--- config.mk ---
export PLATFORM = sky130hd
export DESIGN_NAME = response_generator
export DESIGN_NICKNAME = d
export VERILOG_FILES = /design/src/rtl/response_generator.sv
export SDC_FILE = /design/constraint.sdc
export NUM_CORES = 1
export LEC_CHECK = 0
export ABC_AREA = 1
export CORE_UTILIZATION = 40
export CTS_CLUSTER_SIZE = 8
export DETAILED_ROUTE_END_ITERATION = 8
export PLACE_DENSITY_LB_ADDON = 0.25
export SETUP_SLACK_MARGIN = 0.02
export SLEW_MARGIN = 10
export SYNTH_ARGS = -nofsm -noshare
export SYNTH_HDL_FRONTEND = slang
export SYNTH_SLANG_ARGS = --single-unit
export TNS_END_PERCENT = 10
--- constraint.sdc ---
create_clock -name clk -period 3.4 [get_ports clk]
set_input_delay 0.34 -clock clk [delete_from_list [all_inputs] [get_ports clk]]
set_output_delay 0.34 -clock clk [all_outputs]
set_load 0.01 [all_outputs]
--- src/rtl/response_generator.sv ---
// response_generator: queues ACK/NAK requests and emits TYPE/EID/LEN/payload frames
// over a ready/valid byte stream.
module response_generator #(
  parameter int QUEUE_DEPTH = 4,
  parameter int CNT_W = $clog2(QUEUE_DEPTH) + 1
) (
  input  logic             clk,
  input  logic             reset,
  input  logic             generate_ack,
  input  logic             generate_nak,
  input  logic [7:0]       eid_in,
  input  logic [7:0]       len_in,
  input  logic [7:0]       payload_data,
  input  logic             payload_valid,
  output logic             payload_ready,
  input  logic             message_ready,
  output logic [7:0]       message_data,
  output logic             message_data_valid,
  output logic             message_frame_valid,
  output logic [CNT_W-1:0] queue_count,
  output logic             queue_full,
  output logic             overflow,
  input  logic             overflow_clear
);
  localparam int PTR_W = $clog2(QUEUE_DEPTH);
  typedef enum logic [2:0] {IDLE, TYPE, EID, LEN, PAYLOAD} state_t;
  state_t state_q, state_d;
  logic [16:0] mem_q [QUEUE_DEPTH];
  logic [PTR_W-1:0] wr_q, rd_q;
  logic [CNT_W-1:0] count_q;
  logic overflow_q, nak_q, req, push, pop;
  logic [7:0] eid_q, len_q, cnt_q, cnt_d;
  assign req = generate_ack | generate_nak;
  assign queue_full = count_q == CNT_W'(QUEUE_DEPTH);
  assign push = req & ~queue_full;
  assign pop = (state_q == IDLE) && (count_q != '0);
  assign queue_count = count_q;
  assign overflow = overflow_q;
  assign message_frame_valid = state_q != IDLE;
  // A simultaneous ACK+NAK collapses to a single ACK entry.
  always_ff @(posedge clk) begin
    if (push) mem_q[wr_q] <= {generate_nak & ~generate_ack, eid_in, len_in};
    if (pop) {nak_q, eid_q, len_q} <= mem_q[rd_q];
  end
  always_ff @(posedge clk) begin
    if (reset) begin
      state_q    <= IDLE;
      wr_q       <= '0;
      rd_q       <= '0;
      count_q    <= '0;
      overflow_q <= 1'b0;
      cnt_q      <= '0;
    end else begin
      state_q    <= state_d;
      cnt_q      <= cnt_d;
      wr_q       <= wr_q + PTR_W'(push);
      rd_q       <= rd_q + PTR_W'(pop);
      count_q    <= count_q + CNT_W'(push) - CNT_W'(pop);
      overflow_q <= (req & queue_full) | (overflow_q & ~overflow_clear);
    end
  end
  always_comb begin
    state_d = state_q;
    cnt_d = cnt_q;
    message_data = 8'h00;
    message_data_valid = 1'b0;
    payload_ready = 1'b0;
    case (state_q)
      IDLE: state_d = pop ? TYPE : IDLE;
      TYPE: begin
        message_data_valid = 1'b1;
        message_data = {7'b0, nak_q};
        state_d = message_ready ? EID : TYPE;
      end
      EID: begin
        message_data_valid = 1'b1;
        message_data = eid_q;
        state_d = message_ready ? LEN : EID;
      end
      LEN: begin
        message_data_valid = 1'b1;
        message_data = len_q;
        if (message_ready) begin
          state_d = (len_q == 8'd0) ? IDLE : PAYLOAD;
          cnt_d = len_q;
        end
      end
      PAYLOAD: begin
        payload_ready = message_ready;
        message_data_valid = payload_valid;
        message_data = payload_valid ? payload_data : 8'h00;
        if (payload_valid && message_ready) begin
          cnt_d = cnt_q - 8'd1;
          state_d = (cnt_q == 8'd1) ? IDLE : PAYLOAD;
        end
      end
      default: state_d = IDLE;
    endcase
  end
endmodule

== Word-level counts from Yosys, hierarchy flattened ==
Memories as Yosys holds them, arrays and structs flattened. A register that Yosys moved wholly into a read port is not among the register bits.
Cells that the tools add are included.
Storage, ports and cells
  flip-flop bits (word level): 19
  latch bits: 0
  bits in writable memories: 68
  bits in read-only memories: 0
  bits of input ports: 31
  output and inout port bits: 16
  word-level logic and storage cells: 56
  memories kept: 1
Memories
  mem_q: words 4, width 17, rd ports 1, clocked after Yosys merged registers in 1, write ports 1, line 28  | logic [16:0] mem_q [QUEUE_DEPTH];
Cells by class
  $add $sub $neg: 5
  multipliers: 0
  divide/modulo/power cells: 0
  $lt $le $gt $ge: 0
  equality and inequality tests: 8
  shifts and indexed selects: 0
  mux-type cells: 17
  bitwise gates (word level): 9
  reductions and logical operators: 10
Operators by type and width (number)
  8-bit one-hot mux with 4 select lines: 1
  8-bit 2-to-1 mux: 3
  8-bit one-hot mux with 2 select lines: 1
  3-bit one-hot mux with 5 select lines: 1
  3-bit 2-to-1 mux: 4
  8-bit by 1-bit == test with 1-bit output (second input constant): 1
  8-bit logical NOT: 1
  8-bit by 1-bit subtractor with 8-bit output (second input constant): 1
  3-bit by 2-bit == test with 1-bit output (second input constant): 2
  3-bit == test (second input constant): 2
  3-bit nonzero test: 2
  1-bit 2-to-1 mux: 5
  2-bit by 1-bit adder with 2-bit output: 2
  1-bit AND: 4
  2-bit inequality test (second input constant): 2
  3-bit by 1-bit adder with 3-bit output: 1
  3-bit by 1-bit == test with 1-bit output (second input constant): 1
  3-bit logical NOT: 1
  1-bit NOT: 3
  3-bit AND reduction: 1
  3-bit OR reduction: 1
  3-bit by 1-bit subtractor with 3-bit output: 1
  1-bit logical AND: 2
  2-bit 2-to-1 mux: 1
  other kinds (4): 5

== Longest topological paths before layout ==
  depth after elaboration: 5
  depth in mapped cells: 9
  depth with buffers taken out: 9

== Worst setup path after synthesis ==
OpenSTA, ideal clock, no wires.
  path kind: reg-to-reg
  start point: register count_q[1], in the netlist queue_count[1]
  end point: memory mem_q[0][0] (enable)
  library setup time: 0.413 ns
  arrival time: 2.138 ns
  data required time: 2.987 ns
  setup slack: 0.849 ns
  stages on the path, launching flop included: 5
  path buffers: 0
  clock period less this slack: 2.551 ns
  cell sequence: dfxtp_1 nor3_1 nor2_1 inv_1 nor3_1
On the way
  longest elaborated chain between the ends: 5
Ends and longest elaborated chain
  start, declared: line 30  | logic [CNT_W-1:0] count_q;
  start signal, assigned: line 58  | count_q <= count_q + CNT_W'(push) - CNT_W'(pop);
  3-bit == test: line 34  | assign queue_full = count_q == CNT_W'(QUEUE_DEPTH);
  named net queue_full: line 21  | output logic queue_full,
  1-bit NOT: line 35  | assign push = req & ~queue_full;
  1-bit AND: line 35
  1-bit 2-to-1 mux: line 42  | if (push) mem_q[wr_q] <= {generate_nak & ~generate_ack, eid_in, len_in};
  1-bit 2-to-1 mux (implied by the code): line 42
  end, declared: line 28
The timed path passes the listed nets, and every way through them passes these cells.

== Final worst setup path ==
  start point: register state_q[0]
  end point: output port message_data[3]
On the way
  longest elaborated chain between the ends: 2
  elaborated cells on any way between the ends: 5
  classes of those cells: eq/ne: 4; mux: 1
Ends and longest elaborated chain
  start, declared: line 27  | state_t state_q, state_d;
  start signal, assigned: line 54  | state_q <= state_d;
  3-bit == test, or another cell as far along: line 68  | case (state_q)
  8-bit one-hot mux with 4 select lines *: line 68
  end, declared: line 17  | output logic [7:0] message_data,
Every way passes the cells marked *; elsewhere a longest branch is shown, timed or not.

==> flow_summary.toml <==
[drt]
first_pass_iters = 4
wl_mm = 8.68
ant_nets = 0
viasPerCell = 4.92
avgRoutedWirePerCell_um = 14.4
drc = 0
drtIter0Drc = 201
vias = 2963

[synth]
synth_area_leader_cell = "edfxtp_1"
synth_edf_count = 85
ys_seq_elements = 104
syn_nets = 446
synthTopCellsByCount = "85 x edfxtp_1, 67 x nor2_1, 63 x nand2_1"
synth_top_area_share_pct = 58.2
synthTopCellsByArea = "edfxtp_1 58%, dfxtp_1 8.7%, nor2_1 5.7%"
synth_cell_type_count = 30
syn_inst = 410
ys_warn_count = 0
avgSynthCellArea_um2 = 10.7
syn-cell-area_um2 = 4390
yosysMostFrequentCell = "edfxtp_1"
seq_area_frac_synth_pct = 66.9
synth_flop_cell = "edfxtp_1"
async_flop_share_pct = 0

[clock_network]
cts_buffer_depth = 2
cts-resized-gates = 0
cts_setup_buffers = 0
h-tree-depth = 3
clkLatencyLatePin_ns = 0.35
cts_sinks = 104
path_clk_slew_ns = 0.10
postCtsHoldBufs = 0
cts_root_buffer = "clkbuf_8"
numCtsBuffers = 9
cts_tree = "done"

[worst_setup_path]
crit_path_cell_trace = "nor2_2 > nand2_2 > nor2_2 > nand2_1 > o211ai_1 > clkdlybuf4s50_1"
cp-end-kind = "output pin"
start_kind = "register"
cp.required_ns = 3.06
path_class = "reg2out"
worst_r2r_path_depth = 10
critPathMaxStageDelay_ns = 0.57
cp_max_fo = 13
cpMaxStageDelayCell = "clkdlybuf4s50_1"
cp_data_arrival_time_ns = 2.26
crit_top_cell = "nor2_2"

[grt]
grt_max_degree = 38
antenna_found_initial = 0
grt_pass1_vias = 2852
grt-ovfl-total = 0
grt_use_total_pct = 16.3
grt_pass1_wl_mm = 14.1

[pwr]
combPwrFrac_pct = 31.2
pwr-share-clk_pct = 17.6
pwr_density_cell_nw_per_um2 = 736
power.switching_mw = 1.32
p_total_mw = 3.83
internal_power_mw = 2.51
p_leak_nw = 1.88
swShare_pct = 34.5
p_seq_share_pct = 51.2
ir_drop_mv = 0.275

[die]
fp.dieH_um = 107
ioPinCount = 47
rows = 37
dieArea_um2 = 11400
start_util_pct = 41.9
die_w_um = 107
core-area_um2 = 10500

[layout]
syn_to_final_growth_pct = 18.7
nNetsFinal = 497
drive_gt1_share_pct = 7.51
antenna_cells = 0

[timing]
finalCritPeriodShare_pct = 76.4
setup_viol = 0
hold_viol_final = 0
fin_setup_tns_ns = 0
worst_pin_slew_ns = 0.993
fmax_mhz = 385
fin_crit_ns = 2.60
skew_ns = 0.00931
timing.slew.headroom_pct = 33.7
finalMaxSlewViolations = 0
rsz0062_at_grt = "false"

[placed_design]
dp_hpwl_mm = 5.83
gp_congestion = 0.882
io_buffer_count = 46

[hold_path]
hold-path-cell-count = 2
hold_class = "reg2reg"

[run_status]
status = "finished, final reports clean"

[flow_run]
maxCapViolations = 0
[final timing paths]
| path | start | to | slack [ns] |
|---|---|---|---|
| max | state_q[0] | message_data[3] | 0.80 |
| min | overflow | overflow | 0.47 |
| max reg2reg | state_q[0] | queue_count[2] | 1.22 |
| min reg2reg | overflow | overflow | 0.47 |
[placed cells by master, fill, tap and decap left out, types with 2 or more instances in the layout]
cell and count:
clkbuf_8 9, nand3_1 13, o21ai_0 50, buf_4 6, ha_1 4, a21oi_1 10
o22ai_1 17, clkinv_1 2, inv_1 41, clkinv_4 2, nand2_1 63, edfxtp_1 85
o211ai_1 5, clkinvlp_4 3, nand4_1 3, nor2_1 67, clkdlybuf4s50_1 46, nor3_2 5
nor2_2 2, dfxtp_1 19, xor2_1 2
[through the flow]
stage	util (%)	hold slack, ns	instance area [um^2]	instances	setup WS (ns)
after floorplan	-	0.409	4390	410	0.849
after detailed placement	48.1	0.463	5030	586	0.953
after global routing	49.8	0.505	5210	602	0.620
final	49.8	0.474	5210	602	0.803
after CTS	49.8	0.476	5210	602	0.736
after global placement	48.1	0.453	5030	586	1.04
[critical path, delay by kind of cell (launching register included)]
kind                   cells  cell delay, ns
AND/OR/NAND/NOR            4            0.86
buffers and inverters      1            0.57
flip-flops                 1            0.36
AO/OA/AOI/OAI              1            0.11
[flip-flops by register name, indices dropped and copies added, names as in the netlist]
name	flops
nak_q	1
rd_q	2
cnt_q	8
len_q	8
state_q	3
eid_q	8
queue_count	3
wr_q	2
mem_q	68
overflow	1
[final cells by class]
type,instances,area (um^2)
clock buffers,9,124
multi-input cells,251,1260
well taps,136,170
repair buffers,52,505
clock inverters,7,48.8
fillers,997,5260
inverters,43,161
flip-flops and latches,104,2930
[power by group through the flow]
stage / Clock [mW] / Combinational [mW] / Sequential, mW
floorplan: 0 / 0.766 / 1.94
global placement: 0 / 1.19 / 1.98
detailed placement: 0 / 1.21 / 1.99
CTS: 0.697 / 1.21 / 1.96
global route: 0.750 / 1.35 / 2.00
finish: 0.676 / 1.20 / 1.96
[metal layers]
layer  share of wire [%]  global-route usage [%]  routed length [um]
met1                  46                    21.1                3990
met2                  49                    27.4                4220
met3                 4.6                    3.10                 400
met4                0.81                    5.68                  70
met5                   0                       0                   0
[cells by family (layout without fill, tap and decap cells)]
kind of cell / count (synthesis) / count (layout) / synth area share, %
AO/OA/AOI/OAI: 85 / 85 / 11.2
XOR/XNOR: 3 / 3 / 0.599
adder cells (fa/ha/maj): 5 / 5 / 1.60
buffers and inverters: 55 / 111 / 4.76
flip-flops: 104 / 104 / 66.9
AND/OR/NAND/NOR: 158 / 158 / 15.0
No activity file was read; power rests on OpenSTA's default activity.
